[src/rtl/seg7_pkg.sv]
// Shared 7-segment definitions: glyph table (GFEDCBA, 1 = lit), receiver FSM states
// and a pattern-to-nibble decode helper used by both ends of the display path.
package seg7_pkg;

    localparam logic [6:0] SEG_BLANK = 7'h00;

    localparam logic [0:15][6:0] SEG_GLYPHS = '{
        7'h3F, 7'h06, 7'h5B, 7'h4F, 7'h66, 7'h6D, 7'h7D, 7'h07,
        7'h7F, 7'h6F, 7'h77, 7'h7C, 7'h39, 7'h5E, 7'h79, 7'h71
    };

    typedef enum logic [1:0] {
        S_SETTLE = 2'd0,
        S_ACCEPT = 2'd1,
        S_HOLD   = 2'd2
    } rx_state_t;

    typedef struct packed {
        logic       hit;
        logic [3:0] nibble;
    } glyph_match_t;

    function automatic glyph_match_t seg_decode(input logic [6:0] pattern);
        glyph_match_t m;
        m = '0;
        for (int i = 0; i < 16; i++) begin
            if (SEG_GLYPHS[i] == pattern) begin
                m.hit    = 1'b1;
                m.nibble = 4'(i);
            end
        end
        return m;
    endfunction

endpackage

[src/rtl/seg7_sync_filter.sv]
// Brings the asynchronous segment lines into clk domain, corrects polarity and
// reports when the corrected sample has been steady for STABLE_CYCLES samples.
module seg7_sync_filter
    import seg7_pkg::*;
#(
    parameter int unsigned STABLE_CYCLES = 250,
    parameter bit          ACTIVE_LOW    = 1'b0
) (
    input  logic       i_Clk,
    input  logic       i_Reset,
    input  logic [6:0] i_Segments,
    output logic [6:0] o_Samp,
    output logic       o_Stable
);

    // Flops reset to the level that reads as "all segments off" after inversion.
    localparam logic [6:0]  SYNC_RST    = {7{ACTIVE_LOW}};
    localparam logic [15:0] STABLE_LAST = 16'(STABLE_CYCLES - 1);

    logic [6:0]  sync_meta;
    logic [6:0]  sync_q;
    logic [6:0]  samp_prev;
    logic [15:0] stable_cnt;

    always_ff @(posedge i_Clk or posedge i_Reset) begin
        if (i_Reset) begin
            sync_meta  <= SYNC_RST;
            sync_q     <= SYNC_RST;
            samp_prev  <= SEG_BLANK;
            stable_cnt <= '0;
        end else begin
            sync_meta <= i_Segments;
            sync_q    <= sync_meta;
            samp_prev <= o_Samp;
            if (o_Samp != samp_prev)
                stable_cnt <= '0;
            else if (stable_cnt != STABLE_LAST)
                stable_cnt <= stable_cnt + 16'd1;
        end
    end

    assign o_Samp = sync_q ^ {7{ACTIVE_LOW}};

    // A change landing on the terminal-count cycle must not be accepted as stable.
    assign o_Stable = (stable_cnt == STABLE_LAST) && (o_Samp == samp_prev);

endmodule

[src/rtl/seg7_pattern_receiver.sv]
// Decodes a de-glitched 7-segment pattern back to a hex nibble and checks +1 stepping.
// state    | meaning
// S_SETTLE | waiting for the filtered sample to be stable
// S_ACCEPT | one cycle: commit candidate, update outputs, pulse o_Update
// S_HOLD   | pattern accepted; any sample change returns to S_SETTLE
module seg7_pattern_receiver
    import seg7_pkg::*;
#(
    parameter int unsigned STABLE_CYCLES = 250,
    parameter bit          ACTIVE_LOW    = 1'b0,
    parameter bit          CHECK_STEP    = 1'b1
) (
    input  logic        i_Clk,
    input  logic        i_Reset,
    input  logic [6:0]  i_Segments,
    output logic [3:0]  o_Nibble,
    output logic        o_Valid,
    output logic        o_Blank,
    output logic        o_Update,
    output logic        o_Pattern_Error,
    output logic        o_Step_Error,
    output logic [15:0] o_Update_Count
);

    rx_state_t    state_q;
    rx_state_t    state_nxt;
    logic [6:0]   samp;
    logic         stable;
    logic [6:0]   cand_q;
    logic [6:0]   pattern_q;
    logic [15:0]  update_count_q;
    logic         capture;
    logic         accept;
    glyph_match_t cand_match;
    logic         cand_blank;
    logic         step_bad;

    seg7_sync_filter #(
        .STABLE_CYCLES (STABLE_CYCLES),
        .ACTIVE_LOW    (ACTIVE_LOW)
    ) u_sync_filter (
        .i_Clk      (i_Clk),
        .i_Reset    (i_Reset),
        .i_Segments (i_Segments),
        .o_Samp     (samp),
        .o_Stable   (stable)
    );

    always_ff @(posedge i_Clk or posedge i_Reset) begin
        if (i_Reset)
            state_q <= S_SETTLE;
        else
            state_q <= state_nxt;
    end

    always_comb begin
        state_nxt = state_q;
        capture   = 1'b0;
        accept    = 1'b0;
        case (state_q)
            S_SETTLE: begin
                if (stable) begin
                    if (samp == pattern_q) begin
                        state_nxt = S_HOLD;
                    end else begin
                        state_nxt = S_ACCEPT;
                        capture   = 1'b1;
                    end
                end
            end
            S_ACCEPT: begin
                accept    = 1'b1;
                state_nxt = S_HOLD;
            end
            S_HOLD: begin
                if (samp != pattern_q)
                    state_nxt = S_SETTLE;
            end
            default: state_nxt = S_SETTLE;
        endcase
    end

    // The candidate is latched when stability is seen so a late change cannot leak in.
    assign cand_match = seg_decode(cand_q);
    assign cand_blank = (cand_q == SEG_BLANK);
    assign step_bad   = CHECK_STEP && o_Valid && (cand_match.nibble != (o_Nibble + 4'd1));

    always_ff @(posedge i_Clk or posedge i_Reset) begin
        if (i_Reset) begin
            cand_q          <= SEG_BLANK;
            pattern_q       <= SEG_BLANK;
            o_Nibble        <= 4'h0;
            o_Valid         <= 1'b0;
            o_Blank         <= 1'b1;
            o_Update        <= 1'b0;
            o_Pattern_Error <= 1'b0;
            o_Step_Error    <= 1'b0;
            update_count_q  <= '0;
        end else begin
            o_Update        <= 1'b0;
            o_Pattern_Error <= 1'b0;
            o_Step_Error    <= 1'b0;
            if (capture)
                cand_q <= samp;
            if (accept) begin
                pattern_q <= cand_q;
                o_Update  <= 1'b1;
                if (update_count_q != 16'hFFFF)
                    update_count_q <= update_count_q + 16'd1;
                if (cand_blank) begin
                    o_Valid <= 1'b0;
                    o_Blank <= 1'b1;
                end else if (cand_match.hit) begin
                    o_Nibble     <= cand_match.nibble;
                    o_Valid      <= 1'b1;
                    o_Blank      <= 1'b0;
                    o_Step_Error <= step_bad;
                end else begin
                    o_Valid         <= 1'b0;
                    o_Blank         <= 1'b0;
                    o_Pattern_Error <= 1'b1;
                end
            end
        end
    end

    assign o_Update_Count = update_count_q;

endmodule

[config.mk]
export PLATFORM = sky130hd
export DESIGN_NAME = seg7_pattern_receiver
export DESIGN_NICKNAME = d
export VERILOG_FILES = /design/src/rtl/seg7_pkg.sv /design/src/rtl/seg7_sync_filter.sv /design/src/rtl/seg7_pattern_receiver.sv
export SDC_FILE = /design/constraint.sdc
export NUM_CORES = 1
export LEC_CHECK = 0
export ABC_AREA = 1
export CAP_MARGIN = 20
export CORE_ASPECT_RATIO = 0.5
export CORE_MARGIN = 5
export CORE_UTILIZATION = 45
export CTS_CLUSTER_DIAMETER = 100
export CTS_CLUSTER_SIZE = 8
export DETAILED_ROUTE_END_ITERATION = 10
export GPL_ROUTABILITY_DRIVEN = 0
export PLACE_DENSITY = 0.77
export SETUP_SLACK_MARGIN = 0.2
export SLEW_MARGIN = 20
export SYNTH_ARGS = -nofsm -noshare
export SYNTH_HDL_FRONTEND = slang
export SYNTH_SLANG_ARGS = --single-unit
[constraint.sdc]
create_clock -name i_Clk -period 2.05 [get_ports i_Clk]
set_input_delay 0.205 -clock i_Clk [delete_from_list [all_inputs] [get_ports i_Clk]]
set_output_delay 0.205 -clock i_Clk [all_outputs]
set_load 0.01 [all_outputs]
==> metrics <==
Fill cells=between 700 and 800; via count of the first global-routing pass=just under 3k; slew of the pin with the lowest slew margin=a little under 0.5 ns; switching portion of total power=between 20 and 25%; power density over the cells=720.4 mW/mm²; DR iter-0 viols=between 150 and 200; Horiz. Die Dim=about 140 µm; CP Capture Type=flip-flop; share of post-route cells with drive strength above 1=10.46%; die area=~0.010 mm²; Final Setup Violations=0; min cycle time layout=about 1.7 ns; cell with the largest stage delay on the worst path=sky130_fd_sc_hd__dfrtp_1; run status=complete, no violations; TritonCTS clock tree=done; critical setup path kind=flip-flop to flip-flop; internal power=around 2.5 mW; setup repair after global routing missed its margin=yes; number of levels in the clock H-tree=3; xor/xnor cell area share of the yosys netlist=7.030%; number of maximum-capacitance constraint violations=0; critical path fanouts, max=11; antenna cells=0; share of the cycle needed by the critical path after routing=approximately 85%; fraction of the mapped netlist area in adder cells=~1.3%; share of synthesized registers carrying an async set or reset=100.0%; Main synth FF type=sky130_fd_sc_hd__dfrtp_1; highest achievable clock rate=approximately 580 MHz; detailed-route via count=approximately 3.0k; share of the synthesized area in the top cell type=roughly 52%; post-detailed-route DRC marker count=0; Max Slew Vio Count=0; Worst Setup Slack post-DPL=0.2065 ns; hold_sp=i_Segments[4]; maximum vdd ir drop=roughly 0.00043 V; share of the synthesized area in compound gates (AO/OA/AOI/OAI)=between 6 and 7%; Sinks on Clock Net=78; maximum cell stage delay along the critical path=approximately 0.42 ns; Initial Util=about 46%; Sum Neg Setup Slack=0 ns; IO Count=34; synthesis-stage register bit count=between 70 and 80; cells along the critical path=ha_1 -> nand3_1 -> nor2_1 -> nand3b_1 -> nand2_2 -> inv_1 -> nand4_1 -> nor2_1 -> xor2_1; sequential area share after synthesis=52.26%; estimated wirelength of the detail-placed design=5387 µm; final critical-path setup slack=between 0.3 and 0.4 ns; Synth Cell Area=roughly 0.0037 mm²; drt first pass iters=5; LEAKAGE=approximately 2.1 nW; global route overflow=0; cell type contributing the most total cell area after synthesis=sky130_fd_sc_hd__dfrtp_1; Seq pwr share=48.4%; Vert. Die Dim=approximately 74 µm; main area contributors after synthesis=sky130_fd_sc_hd__dfrtp_1 (52%), sky130_fd_sc_hd__nand2_1 (9.9%), sky130_fd_sc_hd__nor2_1 (5.3%), sky130_fd_sc_hd__inv_1 (4.3%), sky130_fd_sc_hd__xor2_1 (4.0%); Skew-Pair Late Insertion Delay=0.34 ns; largest buffer count on any clock path=2; WP data arrival=between 1.5 and 2 ns; area share of and/or/nand/nor cells after synthesis=26.68%; overall fraction of global-route tracks in use=approximately 16%; cell count after synthesis=between 400 and 500; Num CTS Buffers=9; row cnt=23; startpoint class of the critical path=flip-flop; most prevalent standard cell on the critical path=sky130_fd_sc_hd__nor2_1; Post-Route Skew=between 0.008 and 0.009 ns; share of cell area taken by muxes after synthesis=0%; CP Launch Point=o_Update_Count[0]; Clk pin slew, worst setup/hold paths=roughly 0.070 ns; cell chosen for the clock root=sky130_fd_sc_hd__clkbuf_16; worst slack on hold paths=around 0.3 ns; required time at the endpoint of the critical path=between 2 and 2.5 ns; initial antenna violation count=0; Layout Area Growth over Synthesis=21.02%; maximum number of pins on one net before global-route repair=between 70 and 80; main combinational cell family by area after synthesis=simple AND/OR/NAND/NOR gates; number of nets with antenna violations after routing=0; Synthesis Warnings=0; global-route wire length before repair=13640 µm; cell class contributing the biggest share of worst-path delay=simple AND/OR/NAND/NOR gates; launch point of the worst reg-to-reg path=o_Update_Count[0]; Finished Core Util=a little under three fifths; cell types with the highest counts after synthesis=sky130_fd_sc_hd__nand2_1 (99), sky130_fd_sc_hd__dfrtp_1 (77), sky130_fd_sc_hd__nor2_1 (53); Synthesized Nets=between 400 and 500; Vias/cell=roughly 5; per-instance average area after synthesis=8.631 µm²; critical path buffer and inverter count=1; fraction of power consumed by the clock network=between 40% and 50%; number of enable-type register cells in the synthesized netlist=0; number of failing hold endpoints at the final stage=0; fin nets=about 490; final routed wire length divided by cell count=13.14 µm; core outline area=roughly 0.0081 mm²; dominant cell by count in the synthesized netlist=sky130_fd_sc_hd__nand2_1; wire length after detailed routing=7751 µm; switching power=between 0.7 and 0.8 mW; logic gate share of total power=about 2.3%; distinct cell type count of the synthesized netlist=35; classification of the worst-slack hold path=input pin to flip-flop; Max-Slew Margin vs Limit=66.85%; quantity of I/O buffers inserted on ports=33
logic make-up (layout without fill, tap and decap cells):
kind of cell,after synthesis,count (layout)
simple gates,223,223
flops,78,78
buf+inv,55,100
compound gates,43,43
xor+xnor,30,30
fa+ha+maj,4,4
layer usage:
metal | vias up | GRT usage, % | wire (µm) | share of wire, %
met4 | 0 | 4.881 | 65 | 0.84
met2 | 84 | 27.19 | 3702 | 48
met1 | 1432 | 21.23 | 3629 | 47
met3 | 11 | 4.560 | 353 | 4.6
met5 | - | 0 | 0 | 0
li1 | 1473 | - | - | -
sequential cells by signal, summed over array words and instances (netlist names):
name,count
cand_q,7
o_Blank,1
o_Nibble,4
o_Pattern_Error,1
o_Step_Error,1
o_Update,1
o_Update_Count,16
o_Valid,1
pattern_q,7
state_q,2
u_sync_filter.o_Samp,7
u_sync_filter.samp_prev,7
u_sync_filter.stable_cnt,16
u_sync_filter.sync_meta,7
repair_timing:
item / in CTS / in global routing
hold buffers: 0 / 0
gates resized for setup: 0 / 8
endpoints found under the setup margin: 0 / 16
setup buffers: 0 / 0
worst reg2reg max path: stages, from the launching register on:
cell and delay (ns):
sky130_fd_sc_hd__dfrtp_1 0.42, sky130_fd_sc_hd__ha_1 0.23, sky130_fd_sc_hd__nand3_1 0.13, sky130_fd_sc_hd__nor2_1 0.07, sky130_fd_sc_hd__nand3b_1 0.09, sky130_fd_sc_hd__nand2_2 0.14, sky130_fd_sc_hd__inv_1 0.15, sky130_fd_sc_hd__nand4_1 0.14
sky130_fd_sc_hd__nor2_1 0.14, sky130_fd_sc_hd__xor2_1 0.15
cell usage in the layout (no fill, tap or decap), types with 4 or more instances in the layout:
cell	synthesis	routed
sky130_fd_sc_hd__nand2_1	99	97
sky130_fd_sc_hd__dfrtp_1	77	76
sky130_fd_sc_hd__nor2_1	53	52
sky130_fd_sc_hd__inv_1	43	40
sky130_fd_sc_hd__clkdlybuf4s50_1	0	33
sky130_fd_sc_hd__nand3_1	26	26
sky130_fd_sc_hd__o21ai_0	23	23
sky130_fd_sc_hd__xor2_1	17	17
sky130_fd_sc_hd__xnor2_1	13	13
sky130_fd_sc_hd__nand4_1	11	11
sky130_fd_sc_hd__nor3_1	12	11
sky130_fd_sc_hd__a21oi_1	11	11
sky130_fd_sc_hd__clkbuf_16	0	9
sky130_fd_sc_hd__nand2_2	5	7
sky130_fd_sc_hd__inv_2	4	5
sky130_fd_sc_hd__nor4_1	4	4
sky130_fd_sc_hd__clkinvlp_4	0	4
sky130_fd_sc_hd__o21ai_2	4	4
sky130_fd_sc_hd__nor2_2	4	4
sky130_fd_sc_hd__ha_1	4	4
layout make-up:
| cell class | count | area (µm²) | area share (%) |
|---|---|---|---|
| sequential | 78 | 1954 | 43.21 |
| multi-input combinational | 300 | 1570 | 34.72 |
| timing repair buffer | 34 | 350.3 | 7.746 |
| clock buffer | 9 | 225.2 | 4.979 |
| inverter | 50 | 202.7 | 4.481 |
| tap | 112 | 140.1 | 3.098 |
| clock inverter | 7 | 80.08 | 1.770 |
power groups by stage:
| stage | Combinational (mW) | Sequential [mW] | Clock, mW |
|---|---|---|---|
| floorplan | 0.0447 | 1.60 | 0 |
| global placement | 0.0757 | 1.60 | 0 |
| detailed placement | 0.0771 | 1.60 | 0 |
| CTS | 0.0779 | 1.58 | 1.63 |
| global route | 0.0867 | 1.58 | 1.71 |
| finish | 0.0754 | 1.58 | 1.61 |
per-stage QoR:
stage | std cells | power, mW | cell area, µm²
after floorplan | 433 | 1.645 | 3741
after global placement | 574 | 1.679 | 4195
after detailed placement | 574 | 1.682 | 4195
after CTS | 590 | 3.289 | 4501
after global routing | 590 | 3.372 | 4523
final | 590 | 3.258 | 4523
worst paths after layout:
kind,end,slack (ns),depth (start not counted)
min in group asynchronous,u_sync_filter.samp_prev[6],0.37,3
setup / recovery,o_Update_Count[11],0.31,9
setup reg to reg,o_Update_Count[11],0.31,9
hold / removal,u_sync_filter.sync_meta[4],0.30,1
hold reg to reg,u_sync_filter.o_Samp[5],0.34,0
max in group asynchronous,o_Blank,1.34,3
Power figures use the tool's default switching activity.
